<file path="src/rtl/uart_tx_sched_pkg.sv">
// Shared types for the UART transmit scheduler: FSM state encoding.
package uart_tx_sched_pkg;

   typedef enum logic [1:0] {
      SCHED_IDLE  = 2'd0,
      SCHED_ISSUE = 2'd1,
      SCHED_BUSY  = 2'd2,
      SCHED_GAP   = 2'd3
   } sched_state_t;

   localparam logic [1:0] ST_IDLE  = SCHED_IDLE;
   localparam logic [1:0] ST_ISSUE = SCHED_ISSUE;
   localparam logic [1:0] ST_BUSY  = SCHED_BUSY;
   localparam logic [1:0] ST_GAP   = SCHED_GAP;

endpackage

</file>
<file path="src/rtl/uart_tx_sched_if.sv">
// Requester handshakes plus the uart_tx control/data pair driven by the scheduler.
interface uart_tx_sched_if #(
   parameter int N_REQ = 4
);
   logic [N_REQ-1:0]   req_valid_i;
   logic [N_REQ*8-1:0] req_data_i;
   logic [N_REQ-1:0]   req_last_i;
   logic [N_REQ-1:0]   req_ready_o;
   logic [N_REQ-1:0]   grant_o;
   logic               tx_init_o;
   logic [7:0]         tx_data_o;
   logic               tx_done_i;

   modport slave (
      input  req_valid_i, req_data_i, req_last_i, tx_done_i,
      output req_ready_o, grant_o, tx_init_o, tx_data_o
   );

   modport master (
      output req_valid_i, req_data_i, req_last_i, tx_done_i,
      input  req_ready_o, grant_o, tx_init_o, tx_data_o
   );
endinterface

</file>
<file path="src/rtl/uart_tx_sched_rr_arbiter.sv">
// Combinational round-robin pick: first request strictly after ptr_i, wrapping around.
module rr_arbiter #(
   parameter int N     = 4,
   parameter int PTR_W = (N > 1) ? $clog2(N) : 1
) (
   input  logic [N-1:0]     req_i,
   input  logic [PTR_W-1:0] ptr_i,
   output logic [N-1:0]     gnt_o
);
   logic [PTR_W:0]   shamt_s;
   logic [2*N-1:0]   dbl_req_s;
   logic [2*N-1:0]   dbl_gnt_s;
   logic [N-1:0]     rot_req_s;
   logic [N-1:0]     rot_gnt_s;

   // Rotate so the requester after ptr_i sits at bit 0, take the lowest set bit, rotate back.
   assign shamt_s   = {1'b0, ptr_i} + {{PTR_W{1'b0}}, 1'b1};
   assign dbl_req_s = {req_i, req_i} >> shamt_s;
   assign rot_req_s = dbl_req_s[N-1:0];
   assign rot_gnt_s = rot_req_s & (~rot_req_s + {{(N-1){1'b0}}, 1'b1});
   assign dbl_gnt_s = {{N{1'b0}}, rot_gnt_s} << shamt_s;
   assign gnt_o     = dbl_gnt_s[N-1:0] | dbl_gnt_s[2*N-1:N];
endmodule

</file>
<file path="src/rtl/uart_tx_sched.sv">
// Round-robin scheduler sharing one uart_tx serializer between N_REQ byte sources.
// Locks to a requester until its last byte and can insert an idle gap after each byte.
module uart_tx_sched
   import uart_tx_sched_pkg::*;
#(
   parameter int N_REQ = 4,
   parameter int GAP_W = 16
) (
   input  logic             clk_i,
   input  logic             rst_n_i,
   input  logic             enable_i,
   input  logic [GAP_W-1:0] gap_i,
   output logic             busy_o,
   uart_tx_sched_if.slave   bus
);
   localparam int PTR_W = (N_REQ > 1) ? $clog2(N_REQ) : 1;

   logic [1:0]       state_r;
   logic             lock_r;
   logic [PTR_W-1:0] owner_r;
   logic [PTR_W-1:0] ptr_r;
   logic [7:0]       data_r;
   logic [GAP_W-1:0] gap_cnt_r;
   logic             tx_init_r;

   logic [N_REQ-1:0] owner_oh_s;
   logic [N_REQ-1:0] elig_s;
   logic [N_REQ-1:0] win_oh_s;
   logic [PTR_W-1:0] win_idx_s;
   logic [7:0]       win_data_s;
   logic             win_last_s;
   logic             accept_s;
   logic             active_s;

   // One-hot form of the current owner.
   always_comb begin
      owner_oh_s          = '0;
      owner_oh_s[owner_r] = 1'b1;
   end

   assign elig_s = lock_r ? (owner_oh_s & bus.req_valid_i) : bus.req_valid_i;

   rr_arbiter #(
      .N     (N_REQ),
      .PTR_W (PTR_W)
   ) u_arb (
      .req_i (elig_s),
      .ptr_i (ptr_r),
      .gnt_o (win_oh_s)
   );

   // Encode the one-hot winner into an index.
   always_comb begin
      win_idx_s = '0;
      for (int i = 0; i < N_REQ; i++) begin
         win_idx_s = win_idx_s | ({PTR_W{win_oh_s[i]}} & PTR_W'(i));
      end
   end

   assign win_data_s = bus.req_data_i[{win_idx_s, 3'b000} +: 8];
   assign win_last_s = bus.req_last_i[win_idx_s];
   // Ready is gated by reset so every output reads 0 while rst_n_i is low.
   assign accept_s   = rst_n_i && (state_r == ST_IDLE) && enable_i && bus.tx_done_i && (|elig_s);
   assign active_s   = lock_r || (state_r != ST_IDLE);

   // Scheduler FSM, lock/owner tracking, RR pointer, data hold and gap counter.
   always_ff @(posedge clk_i or negedge rst_n_i) begin
      if (!rst_n_i) begin
         state_r   <= ST_IDLE;
         lock_r    <= 1'b0;
         owner_r   <= '0;
         ptr_r     <= PTR_W'(N_REQ - 1);
         data_r    <= 8'h00;
         gap_cnt_r <= '0;
         tx_init_r <= 1'b0;
      end else begin
         tx_init_r <= accept_s;
         case (state_r)
            ST_IDLE: begin
               if (accept_s) begin
                  data_r  <= win_data_s;
                  lock_r  <= !win_last_s;
                  owner_r <= win_idx_s;
                  ptr_r   <= win_idx_s;
                  state_r <= ST_ISSUE;
               end
            end
            ST_ISSUE: state_r <= ST_BUSY;
            ST_BUSY: begin
               if (bus.tx_done_i) begin
                  if (gap_i == '0) begin
                     state_r <= ST_IDLE;
                  end else begin
                     state_r   <= ST_GAP;
                     gap_cnt_r <= gap_i;
                  end
               end
            end
            ST_GAP: begin
               if (gap_cnt_r <= GAP_W'(1)) begin
                  state_r <= ST_IDLE;
               end else begin
                  gap_cnt_r <= gap_cnt_r - GAP_W'(1);
               end
            end
            default: state_r <= ST_IDLE;
         endcase
      end
   end

   assign bus.req_ready_o = accept_s ? win_oh_s : '0;
   assign bus.grant_o     = active_s ? owner_oh_s : '0;
   assign bus.tx_init_o   = tx_init_r;
   assign bus.tx_data_o   = data_r;
   assign busy_o          = active_s;
endmodule

</file>
<file path="src/flat_wrapper.sv">
// flat-port wrapper written by rule: the top's interface ports become plain ports
module uart_tx_sched_flat import uart_tx_sched_pkg::*;
#(
   parameter int N_REQ = 4,
   parameter int GAP_W = 16
)
  (clk_i, rst_n_i, enable_i, gap_i, busy_o, bus_req_valid_i, bus_req_data_i, bus_req_last_i, bus_tx_done_i, bus_req_ready_o, bus_grant_o, bus_tx_init_o, bus_tx_data_o);
  uart_tx_sched_if #(.N_REQ(N_REQ)) bus_i ();
  input  logic clk_i;
  input  logic rst_n_i;
  input  logic enable_i;
  input  logic [GAP_W-1:0] gap_i;
  output logic busy_o;
  input wire logic [$bits(bus_i.req_valid_i)-1:0] bus_req_valid_i;
  input wire logic [$bits(bus_i.req_data_i)-1:0] bus_req_data_i;
  input wire logic [$bits(bus_i.req_last_i)-1:0] bus_req_last_i;
  input wire logic [$bits(bus_i.tx_done_i)-1:0] bus_tx_done_i;
  output wire logic [$bits(bus_i.req_ready_o)-1:0] bus_req_ready_o;
  output wire logic [$bits(bus_i.grant_o)-1:0] bus_grant_o;
  output wire logic [$bits(bus_i.tx_init_o)-1:0] bus_tx_init_o;
  output wire logic [$bits(bus_i.tx_data_o)-1:0] bus_tx_data_o;
  assign bus_i.req_valid_i = bus_req_valid_i;
  assign bus_i.req_data_i = bus_req_data_i;
  assign bus_i.req_last_i = bus_req_last_i;
  assign bus_i.tx_done_i = bus_tx_done_i;
  assign bus_req_ready_o = bus_i.req_ready_o;
  assign bus_grant_o = bus_i.grant_o;
  assign bus_tx_init_o = bus_i.tx_init_o;
  assign bus_tx_data_o = bus_i.tx_data_o;
  uart_tx_sched #(.N_REQ(N_REQ), .GAP_W(GAP_W)) u_core (.clk_i(clk_i), .rst_n_i(rst_n_i), .enable_i(enable_i), .gap_i(gap_i), .busy_o(busy_o), .bus(bus_i));
endmodule
</file>
<file path="config.mk">
export PLATFORM = sky130hd
export DESIGN_NAME = uart_tx_sched_flat
export DESIGN_NICKNAME = d
export VERILOG_FILES = /design/src/rtl/uart_tx_sched_pkg.sv /design/src/rtl/uart_tx_sched_if.sv /design/src/rtl/uart_tx_sched_rr_arbiter.sv /design/src/rtl/uart_tx_sched.sv /design/src/flat_wrapper.sv
export SDC_FILE = /design/constraint.sdc
export NUM_CORES = 1
export LEC_CHECK = 0
export ABC_CLOCK_PERIOD_IN_PS = 2310
export CAP_MARGIN = 20
export CELL_PAD_IN_SITES_DETAIL_PLACEMENT = 1
export CELL_PAD_IN_SITES_GLOBAL_PLACEMENT = 2
export CORE_ASPECT_RATIO = 2
export CORE_MARGIN = 5
export CORE_UTILIZATION = 25
export CTS_BUF_LIST = sky130_fd_sc_hd__clkbuf_4 sky130_fd_sc_hd__clkbuf_8
export CTS_CLUSTER_SIZE = 14
export DETAILED_ROUTE_END_ITERATION = 16
export GPL_ROUTABILITY_DRIVEN = 0
export PLACE_DENSITY_LB_ADDON = 0.25
export RECOVER_POWER = 25
export SLEW_MARGIN = 20
export SYNTH_ARGS = -nofsm -noshare
export SYNTH_HDL_FRONTEND = slang
export SYNTH_SLANG_ARGS = --single-unit
</file>
<file path="constraint.sdc">
create_clock -name clk_i -period 2.31 [get_ports clk_i]
set_input_delay 0.462 -clock clk_i [delete_from_list [all_inputs] [get_ports clk_i]]
set_output_delay 0.462 -clock clk_i [all_outputs]
set_load 0.02 [all_outputs]
</file>
* Word-level counts from Yosys, hierarchy flattened
Cells that the tools add are included.
** Word-level totals
- Input bits :: 60
- Bits in read-only memories :: 0
- Bits in writable memories :: 0
- Latch bits :: 0
- Memories :: 0
- Output and inout bits :: 18
- Register bits :: 32
** Cells by class
- Multiplexer cells :: 16
- $add $sub $neg :: 3
- $mul :: 0
- Divide/modulo/power cells :: 0
- Equal/unequal tests :: 8
- $lt $le $gt $ge :: 4
- Bitwise operators :: 6
- Shift operators :: 3
- Reductions and logical operators :: 15
** Operators with widths (count)
- 2-to-1 mux 16 bit :: 3
- one-hot mux 16 bit (2 select lines) :: 1
- indexed part select 32 x 6 -> 8 bit :: 1
- less-or-equal comparator 16 x 1 -> 1 bit (second input constant) :: 1
- logical NOT 16 bit :: 1
- subtractor 16 x 1 -> 16 bit (second input constant) :: 1
- 2-to-1 mux 4 bit :: 3
- bitwise AND 4 bit :: 2
- 2-to-1 mux 2 bit :: 4
- one-hot mux 2 bit (4 select lines) :: 1
- << shifter 4 x 3 -> 8 bit :: 1
- right shift 8 x 3 -> 4 bit :: 1
- < comparator 2 x 3 -> 1 bit (second input constant) :: 2
- inequality test 2 bit (second input constant) :: 3
- logical AND 1 bit :: 5
- adder 4 x 1 -> 4 bit (second input constant) :: 1
- == test 2 bit (second input constant) :: 2
- inequality test 2 x 1 -> 1 bit (second input constant) :: 2
- NOT 4 bit :: 1
- bitwise OR 4 bit :: 1
- AND reduction 4 bit :: 1
- nonzero test 2 bit :: 2
- OR reduction 4 bit :: 1
- adder 2 x 1 -> 3 bit (second input constant) :: 1
- 12 further kinds :: 13

* Longest topological paths before layout
Gate-level depths: netlist (run 1).
- Depth in word-level cells :: 17
- Gate-level depth with buffers :: 12

* Hierarchy
Synthesis (run 1) repeated with hierarchy kept, for this count alone.
** Unflattened totals
- Cell total of the unflattened synthesis :: 280
- Area, all modules :: 2443.6 um2
** Modules (own cells, without submodules)
- uart_tx_sched :: instances 1, seq. area each 803.3 um2, cells each 252, area each 2237.1 um2
- rr_arbiter :: instances 1, seq. area each 0.0 um2, cells each 28, area each 206.4 um2

* Worst setup path after synthesis (run 1)
No wires, ideal clock.
- Path type :: register -> output
- From :: register u_core.ptr_r[0]
- To :: output port bus_req_ready_o[1]
- Required time :: 1.848 ns
- Arrival time :: 2.239 ns
- Setup slack :: -0.391 ns
- Cell stages (with the launch flop) :: 9
- Cells stage by stage :: dfstp_2 > buf_6 > mux2i_1 > o211ai_2 > nor3b_1 > a211oi_1 > or2_2 > clkbuf_1 > a21oi_1
** Between the ends
- Cells in the longest elaborated chain, start to end :: 8
** Ends and longest elaborated chain
- start: declaration :: RTL line uart_tx_sched.sv:21 : logic [PTR_W-1:0] ptr_r;
- start signal: assignment :: RTL line uart_tx_sched.sv:72 : ptr_r <= PTR_W'(N_REQ - 1);
- start signal: assignment :: RTL line uart_tx_sched.sv:84 : ptr_r <= win_idx_s;
- adder 2 x 1 -> 3 bit * :: RTL line uart_tx_sched_rr_arbiter.sv:17 : assign shamt_s = {1'b0, ptr_i} + {{PTR_W{1'b0}}, 1'b1};
- right shift 8 x 3 -> 4 bit :: RTL line uart_tx_sched_rr_arbiter.sv:18 : assign dbl_req_s = {req_i, req_i} >> shamt_s;
- NOT 4 bit :: RTL line uart_tx_sched_rr_arbiter.sv:20 : assign rot_gnt_s = rot_req_s & (~rot_req_s + {{(N-1){1'b0}}, 1'b1});
- adder 4 x 1 -> 4 bit :: RTL line uart_tx_sched_rr_arbiter.sv:20
- bitwise AND 4 bit :: RTL line uart_tx_sched_rr_arbiter.sv:20
- << shifter 4 x 3 -> 8 bit * :: RTL line uart_tx_sched_rr_arbiter.sv:21 : assign dbl_gnt_s = {{N{1'b0}}, rot_gnt_s} << shamt_s;
- bitwise OR 4 bit * :: RTL line uart_tx_sched_rr_arbiter.sv:22 : assign gnt_o = dbl_gnt_s[N-1:0] | dbl_gnt_s[2*N-1:N];
- 2-to-1 mux 4 bit * :: RTL line uart_tx_sched.sv:111 : assign bus.req_ready_o = accept_s ? win_oh_s : '0;
- end: declaration :: RTL line flat_wrapper.sv:18 : output wire logic [$bits(bus_i.req_ready_o)-1:0] bus_req_ready_o;
Every way passes the cells marked *; elsewhere a longest branch is shown, timed or not.

* Worst setup path after layout (run 1)
- From :: register u_core.ptr_r[0]
- To :: output port bus_req_ready_o[3]
The elaborated chain is that of the path after synthesis.

==> results of run 1 <==
-- kinds of logic (layout without fill, tap and decap cells) --
| group | after synthesis | after routing | share of synthesized area (%) |
|---|---|---|---|
| AOI/OAI and AO/OA | 113 | 113 | 31.5 |
| adders and majority gates | 3 | 3 | 1.45 |
| buffers and inverters | 38 | 192 | 6.92 |
| DFF | 32 | 32 | 31.1 |
| muxes | 5 | 5 | 2.18 |
| and+or+nand+nor | 131 | 131 | 26.9 |
-- worst max-delay path, stage by stage, from the launching register on --
cell and delay (ns):
dfstp_2 0.64, buf_6 0.12, buf_4 0.09, nand4b_1 0.12, o211ai_2 0.13, buf_4 0.17, nor3b_4 0.04, buf_4 0.13
a2111o_1 0.41, o31ai_2 0.09, nor2_2 0.07, buf_4 0.16
-- state kept, by name, indices dropped and copies added (netlist names) --
signal                flops
u_core.gap_cnt_r         16
u_core.lock_r             1
u_core.bus.tx_init_o      1
u_core.bus.tx_data_o      8
u_core.owner_r            2
u_core.ptr_r              2
u_core.state_r            2
-- placed cells by master, fill, tap and decap left out, types with 14 or more instances in the layout --
master and n:
a21oi_1 20, inv_1 14, o21ai_0 18, nor2_1 20, clkdlybuf4s50_1 65, nand2_1 20
and3_1 16, buf_4 75, dfrtp_1 29
-- cell type report --
type	instances	area, sq um
well taps	135	169
repair buffers	168	1550
fillers	1249	5640
clock buffers	7	83.8
flip-flops and latches	32	805
clock inverters	1	5.00
inverters	16	60.1
multi-input cells	252	1840
-- worst paths after layout --
kind | from | to | slack, ns | cells past startpoint
worst max-delay path | u_core.ptr_r[0] | bus_req_ready_o[3] | -0.61 | 11
worst min-delay path | u_core.bus.tx_data_o[5] | u_core.bus.tx_data_o[5] | 0.49 | 2
worst max register to register | u_core.ptr_r[0] | u_core.bus.tx_data_o[3] | -0.41 | 13
worst min register to register | u_core.bus.tx_data_o[5] | u_core.bus.tx_data_o[5] | 0.49 | 2
max in group asynchronous | rst_n_i | u_core.owner_r[1] | 0.76 | 2
min in group asynchronous | rst_n_i | u_core.gap_cnt_r[12] | 0.94 | 2
-- report_power, final --
part	switching [W]	internal [W]	total, W
Combinational	0.00257	0.00265	0.00522
Clock	0.000219	0.000235	0.000454
Sequential	0.000279	0.000847	0.00113
Total	0.00307	0.00373	0.00680
-- routing by layer --
| layer | routed length, microns | GRT usage (%) | part of all wire (%) |
|---|---|---|---|
| met4 | 507 | 9.75 | 4.6 |
| met3 | 340 | 2.22 | 3.1 |
| met2 | 6600 | 35.4 | 60 |
| met1 | 3530 | 16.1 | 32 |
| met5 | 0 | 0 | 0 |
-- cells in the mapped netlist, types with 3 or more instances --
cell type,count
o31ai_1,4
o22a_1,3
nor2_1,25
ha_1,3
o31ai_2,6
dfrtp_1,30
a21oi_1,24
mux2i_1,3
and2_1,4
or3_1,3
nor2b_1,3
clkbuf_1,12
nand4_1,4
o22ai_1,5
nand2_1,21
nand3_1,14
o21ai_0,29
and3_1,18
buf_6,3
a211oi_2,8
nand2b_1,3
nor3_1,15
nor4_1,7
inv_1,16
a31oi_1,4
nor3b_1,3
a22oi_1,4
buf_2,5
-- through the flow --
step | cell area, sq um | hold WS, ns | setup TNS [ns] | power (W) | util (%)
2_1_floorplan | 2660 | 0.166 | -2.56 | 0.00372 | -
3_3_place_gp | 4090 | 0.469 | -11.89 | 0.00546 | 40.3
3_5_place_dp | 4090 | 0.476 | -13.13 | 0.00558 | 40.3
4_1_cts | 4410 | 0.492 | -7.46 | 0.00646 | 43.5
5_1_grt | 4510 | 0.510 | -9.14 | 0.00734 | 44.4
6_report | 4510 | 0.492 | -6.86 | 0.00680 | 44.4
-- timing repair --
action	in CTS	in global routing
setup buffers	12	3
endpoints found under the setup margin	25	21
resized for setup	61	23
pin swaps	34	22
gates cloned	2	2
==> impl_metrics.env, run 1 <==
export IMPL_ant_nets=0
export IMPL_dp_hpwl_microns=8470
export IMPL_synth_cell_types=58
export IMPL_ys_seq_elements=32
export IMPL_clock_latency_ns=0.29
export IMPL_hp_class="flip-flop to flip-flop"
export IMPL_dieArea_sq_mm=0.0126
export IMPL_post_drt_wl_per_cell_microns=18.0
export IMPL_num_io_pins=78
export IMPL_core_sq_mm=0.0101
export IMPL_via_per_inst=5.17
export IMPL_critPathArrivalTime_ns=2.46
export IMPL_max_freq_mhz=342
export IMPL_num_antenna_cells=0
export IMPL_numClockSinks=32
export IMPL_final_layout_size_suffix_gt1_share_pct=35.3
export IMPL_cts_buffer_depth=2
export IMPL_rsz0062_at_grt="true"
export IMPL_grt_pass1_vias=3604
export IMPL_synthTopCellsByArea="dfrtp_1 (29%), o21ai_0 (5.6%), a21oi_1 (4.6%), and3_1 (4.4%), a211oi_2 (3.9%)"
export IMPL_tightest_slew_ns=0.874
export IMPL_crit_type="flip-flop to primary output"
export IMPL_worstSetupEndpointType="primary output"
export IMPL_firstDrtPassIters=4
export IMPL_timing_final_ws_setup_ns=-0.611
export IMPL_portBuffers=77
export IMPL_start_util_pct=25.5
export IMPL_area_delta_synth_final_pct=74.3
export IMPL_hold_viol=0
export IMPL_slew_headroom_pct=41.8
export IMPL_layoutNonFillerInstCount=611
export IMPL_synth_area_leader_cell="dfrtp_1"
export IMPL_layout_worst_path_cycle_share_pct=126
export IMPL_maxCapViolCount=0
export IMPL_rows=52
export IMPL_synthArstFlopShare_pct=100
export IMPL_status="finished with violations"
export IMPL_required_ns=1.85
export IMPL_place_inst=587
export IMPL_dp_slack_ns=-1.09
export IMPL_cts_buffers=5
export IMPL_routed_wl_microns=11000
export IMPL_clk_pin_slew_ns=0.07
export IMPL_grt_first_pass_wirelength_microns=17400
export IMPL_pwr_density_cell_mw_per_mm2=1510
export IMPL_antenna_found_initial=0
export IMPL_synth_edff_count=0
export IMPL_cp_max_fo=6
export IMPL_cts_root_buf="clkbuf_8"
export IMPL_drcViolationCount=0
export IMPL_syn_area_sq_mm=0.00258
export IMPL_cts_tree="yes"
export IMPL_finalNetCount=538
export IMPL_synth_fp_nets=385
export IMPL_report_final_slew_viol_count=0
export IMPL_syn_inst=322
export IMPL_start_kind="flip-flop"
export IMPL_seq_area_frac_synth_pct=31.1
export IMPL_power_leakage_nw=1.91
export IMPL_via_count=3157
export IMPL_grt_max_degree=33
export IMPL_die_y_microns=154
export IMPL_drtIter0Drc=75
export IMPL_min_period_ns=2.92
export IMPL_setup_viol=19
export IMPL_grt_overflow=0
export IMPL_grt_usage_pct=17.8
export IMPL_die_w_microns=81.9
export IMPL_postCtsHoldBufs=0
export IMPL_violations="setup timing"
export IMPL_h_tree_depth=2
export IMPL_syn_area_per_cell_sq_um=8.03
export IMPL_fin_skew_ns=0.00964
export IMPL_synthFlopType="dfrtp_1"
export IMPL_synth_top_cell_area_share_pct=29.0
export IMPL_yosys_warnings=0
export IMPL_ir_drop_mv=1.14
No activity file was read; power rests on OpenSTA's default activity.
==> inputs of run 2 (changes only) <==
--- a/config.mk
+++ b/config.mk
@@ -5,13 +5,14 @@
 export SDC_FILE = /design/constraint.sdc
 export NUM_CORES = 1
 export LEC_CHECK = 0
+export ABC_AREA = 1
 export ABC_CLOCK_PERIOD_IN_PS = 2310
 export CAP_MARGIN = 20
 export CELL_PAD_IN_SITES_DETAIL_PLACEMENT = 1
 export CELL_PAD_IN_SITES_GLOBAL_PLACEMENT = 2
 export CORE_ASPECT_RATIO = 2
 export CORE_MARGIN = 5
-export CORE_UTILIZATION = 25
+export CORE_UTILIZATION = 23
 export CTS_BUF_LIST = sky130_fd_sc_hd__clkbuf_4 sky130_fd_sc_hd__clkbuf_8
 export CTS_CLUSTER_SIZE = 14
 export DETAILED_ROUTE_END_ITERATION = 16
==> impl_metrics.env, run 2 <==
export IMPL_antenna_found_initial=0
export IMPL_synth_area_leader_cell="dfrtp_1"
export IMPL_post_drt_wl_per_cell_microns=16.2
export IMPL_rows=55
export IMPL_grt_first_pass_wirelength_microns=17000
export IMPL_area_delta_synth_final_pct=70.3
export IMPL_cts_root_buf="clkbuf_8"
export IMPL_grt_overflow=0
export IMPL_crit_path_max_incr_delay_ns=0.61
export IMPL_grt_pass1_vias=3487
export IMPL_num_io_pins=78
export IMPL_num_antenna_cells=0
export IMPL_layoutNonFillerInstCount=676
export IMPL_setup_viol=4
export IMPL_syn_area_sq_mm=0.00260
export IMPL_grt_max_degree=34
export IMPL_whs_path_depth=2
export IMPL_maxCapViolCount=0
export IMPL_start_util_pct=23.1
export IMPL_synth_fp_nets=457
export IMPL_synth_adder_area_share_pct=1.45
export IMPL_hp_class="flip-flop to flip-flop"
export IMPL_synth_cell_types=40
export IMPL_required_ns=1.85
export IMPL_violations="setup timing"
export IMPL_cp_slowest_cell="dfstp_2"
export IMPL_syn_area_per_cell_sq_um=6.59
export IMPL_crit_path_end="bus_req_ready_o[0]"
export IMPL_power_leakage_nw=2.11
export IMPL_synth_edff_count=0
export IMPL_dp_hpwl_microns=8300
export IMPL_synthTopCellsByArea="dfrtp_1 (29%), nand2_1 (13%), nand3_1 (10%), inv_1 (6.8%), o21ai_0 (6.0%)"
export IMPL_r2r_start="u_core.ptr_r[0]"
export IMPL_synth_common_cells="nand2_1 (89), nand3_1 (53), inv_1 (47)"
export IMPL_utilization_pct=39.4
export IMPL_yosys_area_share_simple_pct=41.7
export IMPL_final_layout_size_suffix_gt1_share_pct=27.2
export IMPL_ir_drop_mv=1.41
export IMPL_tns_ns=-0.738
export IMPL_layout_commonest_cell="nand2_1"
export IMPL_whs_ns=0.524
export IMPL_die_w_microns=85.1
export IMPL_cts_buffer_depth=2
export IMPL_synthFlopType="dfrtp_1"
export IMPL_hold_viol=0
export IMPL_yosysMostFrequentCell="nand2_1"
export IMPL_postCtsHoldBufs=0
export IMPL_report_final_slew_viol_count=0
export IMPL_via_per_inst=4.80
export IMPL_cts_buffers=5
export IMPL_fin_skew_ns=0.0126
export IMPL_synth_compound_area_share_pct=14.7
export IMPL_rsz0062_at_grt="true"
export IMPL_clock_latency_ns=0.30
export IMPL_start_kind="flip-flop"
export IMPL_numClockSinks=32
export IMPL_status="finished with violations"
export IMPL_p_total_w=0.00715
export IMPL_slew_headroom_pct=40.4
export IMPL_routed_wl_microns=11000
export IMPL_syn_inst=394
export IMPL_synthArstFlopShare_pct=100
export IMPL_ant_nets=0
export IMPL_grt_usage_pct=15.6
export IMPL_h_tree_depth=2
export IMPL_critPathArrivalTime_ns=2.06
export IMPL_pwr_density_cell_mw_per_mm2=1620
export IMPL_cp_max_fo=4
export IMPL_portBuffers=77
export IMPL_largest_register_ffs=16
export IMPL_crit_type="flip-flop to primary output"
export IMPL_clk_pin_slew_ns=0.08
export IMPL_core_sq_mm=0.0112
export IMPL_finalNetCount=596
export IMPL_place_inst=654
export IMPL_firstDrtPassIters=4
export IMPL_r2r_slack_ns=0.04
export IMPL_min_period_ns=2.52
export IMPL_dieArea_sq_mm=0.0136
export IMPL_synth_xor_xnor_area_share_pct=0.337
export IMPL_tightest_slew_ns=0.895
export IMPL_synth_top_cell_area_share_pct=28.9
export IMPL_via_count=3244
export IMPL_worstSetupEndpointType="primary output"
export IMPL_ys_seq_elements=32
export IMPL_startpoint="u_core.ptr_r[0]"
export IMPL_timing_final_ws_setup_ns=-0.212
export IMPL_seq_area_frac_synth_pct=30.9
export IMPL_largest_register="u_core.gap_cnt_r"
export IMPL_layout_worst_path_cycle_share_pct=109
export IMPL_synth_top_family_by_area="simple AND/OR/NAND/NOR gates"
export IMPL_drtIter0Drc=65
export IMPL_yosys_warnings=0
export IMPL_crit_chain="buf_12 > buf_6 > nand3_4 > nand3_2 > nand2_2 > inv_2 > nand4_1 > o21ai_1 > nor2_1 > a211oi_2 > buf_4"
export IMPL_layout_common_cells="nand2_1 (80), clkdlybuf4s50_1 (63), buf_4 (53)"
export IMPL_die_y_microns=160
export IMPL_drcViolationCount=0
export IMPL_max_freq_mhz=396
export IMPL_cts_tree="yes"
export IMPL_r2r_cells=19
export IMPL_synthMuxAreaShare_pct=0.434
export IMPL_reg2reg_to="u_core.lock_r"
==> run 2: changes by cell type after synthesis, sizes merged, moves of 4 or more <==
cell	change
nand2	+78
nand3	+43
inv	+34
and3	-17
nor2	+16
nand3b	+14
nor3	-10
a21oi	-9
o31ai	-9
a211oi	-7
clkbuf	-5
and2	-4
nor4	-4
o22ai	-4
==> run 2: worst min path at each step <==
stage / to / start / slack [ns]
floorplan: u_core.bus.tx_data_o[0] / rst_n_i / 0.17
global placement: u_core.bus.tx_data_o[1] / u_core.bus.tx_data_o[1] / 0.51
detailed placement: u_core.bus.tx_data_o[1] / u_core.bus.tx_data_o[1] / 0.52
CTS: u_core.bus.tx_data_o[1] / u_core.bus.tx_data_o[1] / 0.54
global route: u_core.gap_cnt_r[6] / u_core.gap_cnt_r[6] / 0.58
finish: u_core.bus.tx_data_o[1] / u_core.bus.tx_data_o[1] / 0.52
==> run 2: kinds of logic after synthesis <==
| family | count (synthesis) |
|---|---|
| AND/OR/NAND/NOR | 227 |
| AO/OA/AOI/OAI | 66 |
| buffers and inverters | 64 |
| flip-flops | 32 |
| adder cells (fa/ha/maj) | 3 |
| XOR/XNOR | 1 |
| multiplexers | 1 |
==> run 2: what timing repair did <==
| item | CTS | global route |
|---|---|---|
| resized for setup | 60 | 46 |
| pin swaps | 7 | 6 |
| endpoints found under the setup margin | 20 | 24 |
| cloned | 1 | 3 |
| buffers inserted | 5 | 6 |
==> run 2: through the flow <==
stage                     area, sq um  worst slack [ns]
after CTS                        4140            -0.194
after global routing             4420            -0.303
after floorplan                  2600            0.0221
after global placement           3890            -0.612
after detailed placement         3890            -0.663
final                            4420            -0.212
==> run 2: area by class of cell <==
cell class              count  area [sq um]
inverters                  50           195
clock inverters             3          18.8
multi-input cells         301          1790
clock buffers               5          68.8
flip-flops and latches     32           807
well taps                 142           178
repair buffers            143          1360
fillers                  1419          6800
==> run 2: metal layers <==
metal  part of all wire, %  wire length (microns)  track usage [%]
met1                    33                   3680             14.8
met2                    59                   6450             31.7
met3                   3.3                    357             1.91
met4                   4.5                    493             6.63
met5                     0                      0                0
==> run 2: critical path, delay by kind of cell (launching register included) <==
| kind | cells | cell delay, ns |
|---|---|---|
| flip-flops | 1 | 0.61 |
| buffers and inverters | 4 | 0.45 |
| AND/OR/NAND/NOR | 5 | 0.39 |
| AO/OA/AOI/OAI | 2 | 0.31 |
==> run 2: power breakdown <==
part           internal [W]  switching [W]  leakage (nW)
registers          0.000864       0.000288         0.375
logic               0.00249        0.00305          1.68
clock network      0.000210       0.000244        0.0479
total               0.00357        0.00358          2.11
==> variant: new RTL, flow settings as in run 2 <==
`GAP_W` is set to 16 in 2 places; all go to 32.
--- a/src/rtl/uart_tx_sched.sv
+++ b/src/rtl/uart_tx_sched.sv
@@ -4,7 +4,7 @@
    import uart_tx_sched_pkg::*;
 #(
    parameter int N_REQ = 4,
-   parameter int GAP_W = 16
+   parameter int GAP_W = 32
 ) (
    input  logic             clk_i,
    input  logic             rst_n_i,
--- a/src/flat_wrapper.sv
+++ b/src/flat_wrapper.sv
@@ -2,7 +2,7 @@
 module uart_tx_sched_flat import uart_tx_sched_pkg::*;
 #(
    parameter int N_REQ = 4,
-   parameter int GAP_W = 16
+   parameter int GAP_W = 32
 )
   (clk_i, rst_n_i, enable_i, gap_i, busy_o, bus_req_valid_i, bus_req_data_i, bus_req_last_i, bus_tx_done_i, bus_req_ready_o, bus_grant_o, bus_tx_init_o, bus_tx_data_o);
   uart_tx_sched_if #(.N_REQ(N_REQ)) bus_i ();
Ports: changed (resized gap_i); port bits go from 78 to 94. The function was not compared with the original's and may differ.
==> variant against run 2 <==
The run still ends with setup timing left. Design area rose by 57%. Utilization is 4.5 points higher. Count of clock-buffer cells in the layout grew 1. Routed wire length increased by 54%. Total power rose by 39%. Sequential cell count is 16 higher. Combinational power increased by 39%. Setup slack lost 0.0093 ns. Synthesized area is 42% higher.
==> variant: results (changes against run 2) <==
outcome:
  status: "complete, but fails checks"  # unchanged
  failed_checks: "setup timing"  # unchanged
routing:
  viasPerCell: 4.77  # was 4.80
  wl_met3_um: 598  # was 357 µm
  routed-wl-met2_um: 9930  # was 6450 µm
  vias: 4799  # was 3244
  drt-met1-wl_um: 5510  # was 3680 µm
timing:
  skew_ns: 0.0219  # was 0.0126 ns
  fin_setup_tns_ns: -2.71  # was -0.738 ns
  setup_viol: 20  # was 4
  max_slew_margin_pct: 11.8  # was 40.4%
  finalWorstSetupSlack_ns: -0.222  # was -0.212 ns
finish:
  final_nets: 884  # was 596
  largest_reg_flops: 32  # was 16
logic_synthesis:
  synth_compound_area_share_pct: 15.7  # was 14.7%
  synthAdderAreaFrac_pct: 1.02  # was 1.45%
  synthMuxAreaShare_pct: 0  # was 0.434%
  synthTopCellsByCount: "153 x nand2_1, 72 x inv_1, 65 x nor2_1"  # was 89 x nand2_1, 53 x nand3_1, 47 x inv_1
  ys_seq_area_share_pct: 32.7  # was 30.9%
  yosys-top-cells-area: "dfrtp_1 31%, nand2_1 16%, inv_1 7.3%, nand3_1 6.9%, nor2_1 6.6%"  # was dfrtp_1 29%, nand2_1 13%, nand3_1 10%, inv_1 6.8%, o21ai_0 6.0%
  synth_nets: 644  # was 457
  synth_cell_types: 39  # was 40
grt:
  grtUsageMet1_pct: 15.9  # was 14.8%
  grt_usage_pct: 17.1  # was 15.6%
  grt_pass1_wl_um: 26000  # was 17000 µm
  grt_pass1_vias: 5339  # was 3487
  grt_start_max_net_pins: 49  # was 34
worst_setup_path:
  cpPeakStageDelay_ns: 0.59  # was 0.61 ns
  rr_endpoint: "u_core.bus.tx_data_o[2]"  # was u_core.lock_r
  cp_top_family: "simple AND/OR/NAND/NOR gates"  # was flip-flops
  crit_fanout: 9  # was 4
  reg2reg_depth: 20  # was 19
worst_hold_path:
  hold_path_end: "u_core.bus.tx_data_o[7]"  # was u_core.bus.tx_data_o[1]
  min_from: "u_core.bus.tx_data_o[7]"  # was u_core.bus.tx_data_o[1]
placed_design:
  dp_slack_ns: -0.744  # was -0.663 ns
  placed_cell_area_um2: 5530  # was 3890 µm²
  portBuffers: 93  # was 77
  placed_cells: 936  # was 654
power:
  power_leakage_nw: 3.29  # was 2.11 nW
  worst_ir_drop_vdd_v: 0.000535  # was 0.00141 V
clocking:
  clk_latency_ns: 0.32  # was 0.30 ns
==> variant: worst max path at each step <==
stage,from,to,slack (ns),cells after the start
floorplan,u_core.owner_r[1],bus_req_ready_o[1],0.01,8
global placement,bus_req_valid_i[2],bus_req_ready_o[1],-0.73,12
detailed placement,bus_req_valid_i[3],bus_req_ready_o[1],-0.74,12
CTS,u_core.owner_r[0],bus_req_ready_o[1],-0.22,12
global route,u_core.owner_r[0],bus_req_ready_o[2],-0.37,12
finish,u_core.ptr_r[0],u_core.bus.tx_data_o[2],-0.22,20
==> variant: layout make-up <==
type | instances | area, µm²
Fill cell | 1965 | 8850
Multi-Input combinational cell | 424 | 2760
Timing Repair Buffer | 251 | 2330
Sequential cell | 48 | 1210
Inverter | 75 | 292
Tap cell | 201 | 251
Clock buffer | 6 | 76.3
Clock inverter | 1 | 5.00
==> variant: where the power goes <==
part / switching [W] / internal (W)
Combinational: 0.00427 / 0.00342
Sequential: 0.000427 / 0.00128
Clock: 0.000316 / 0.000219
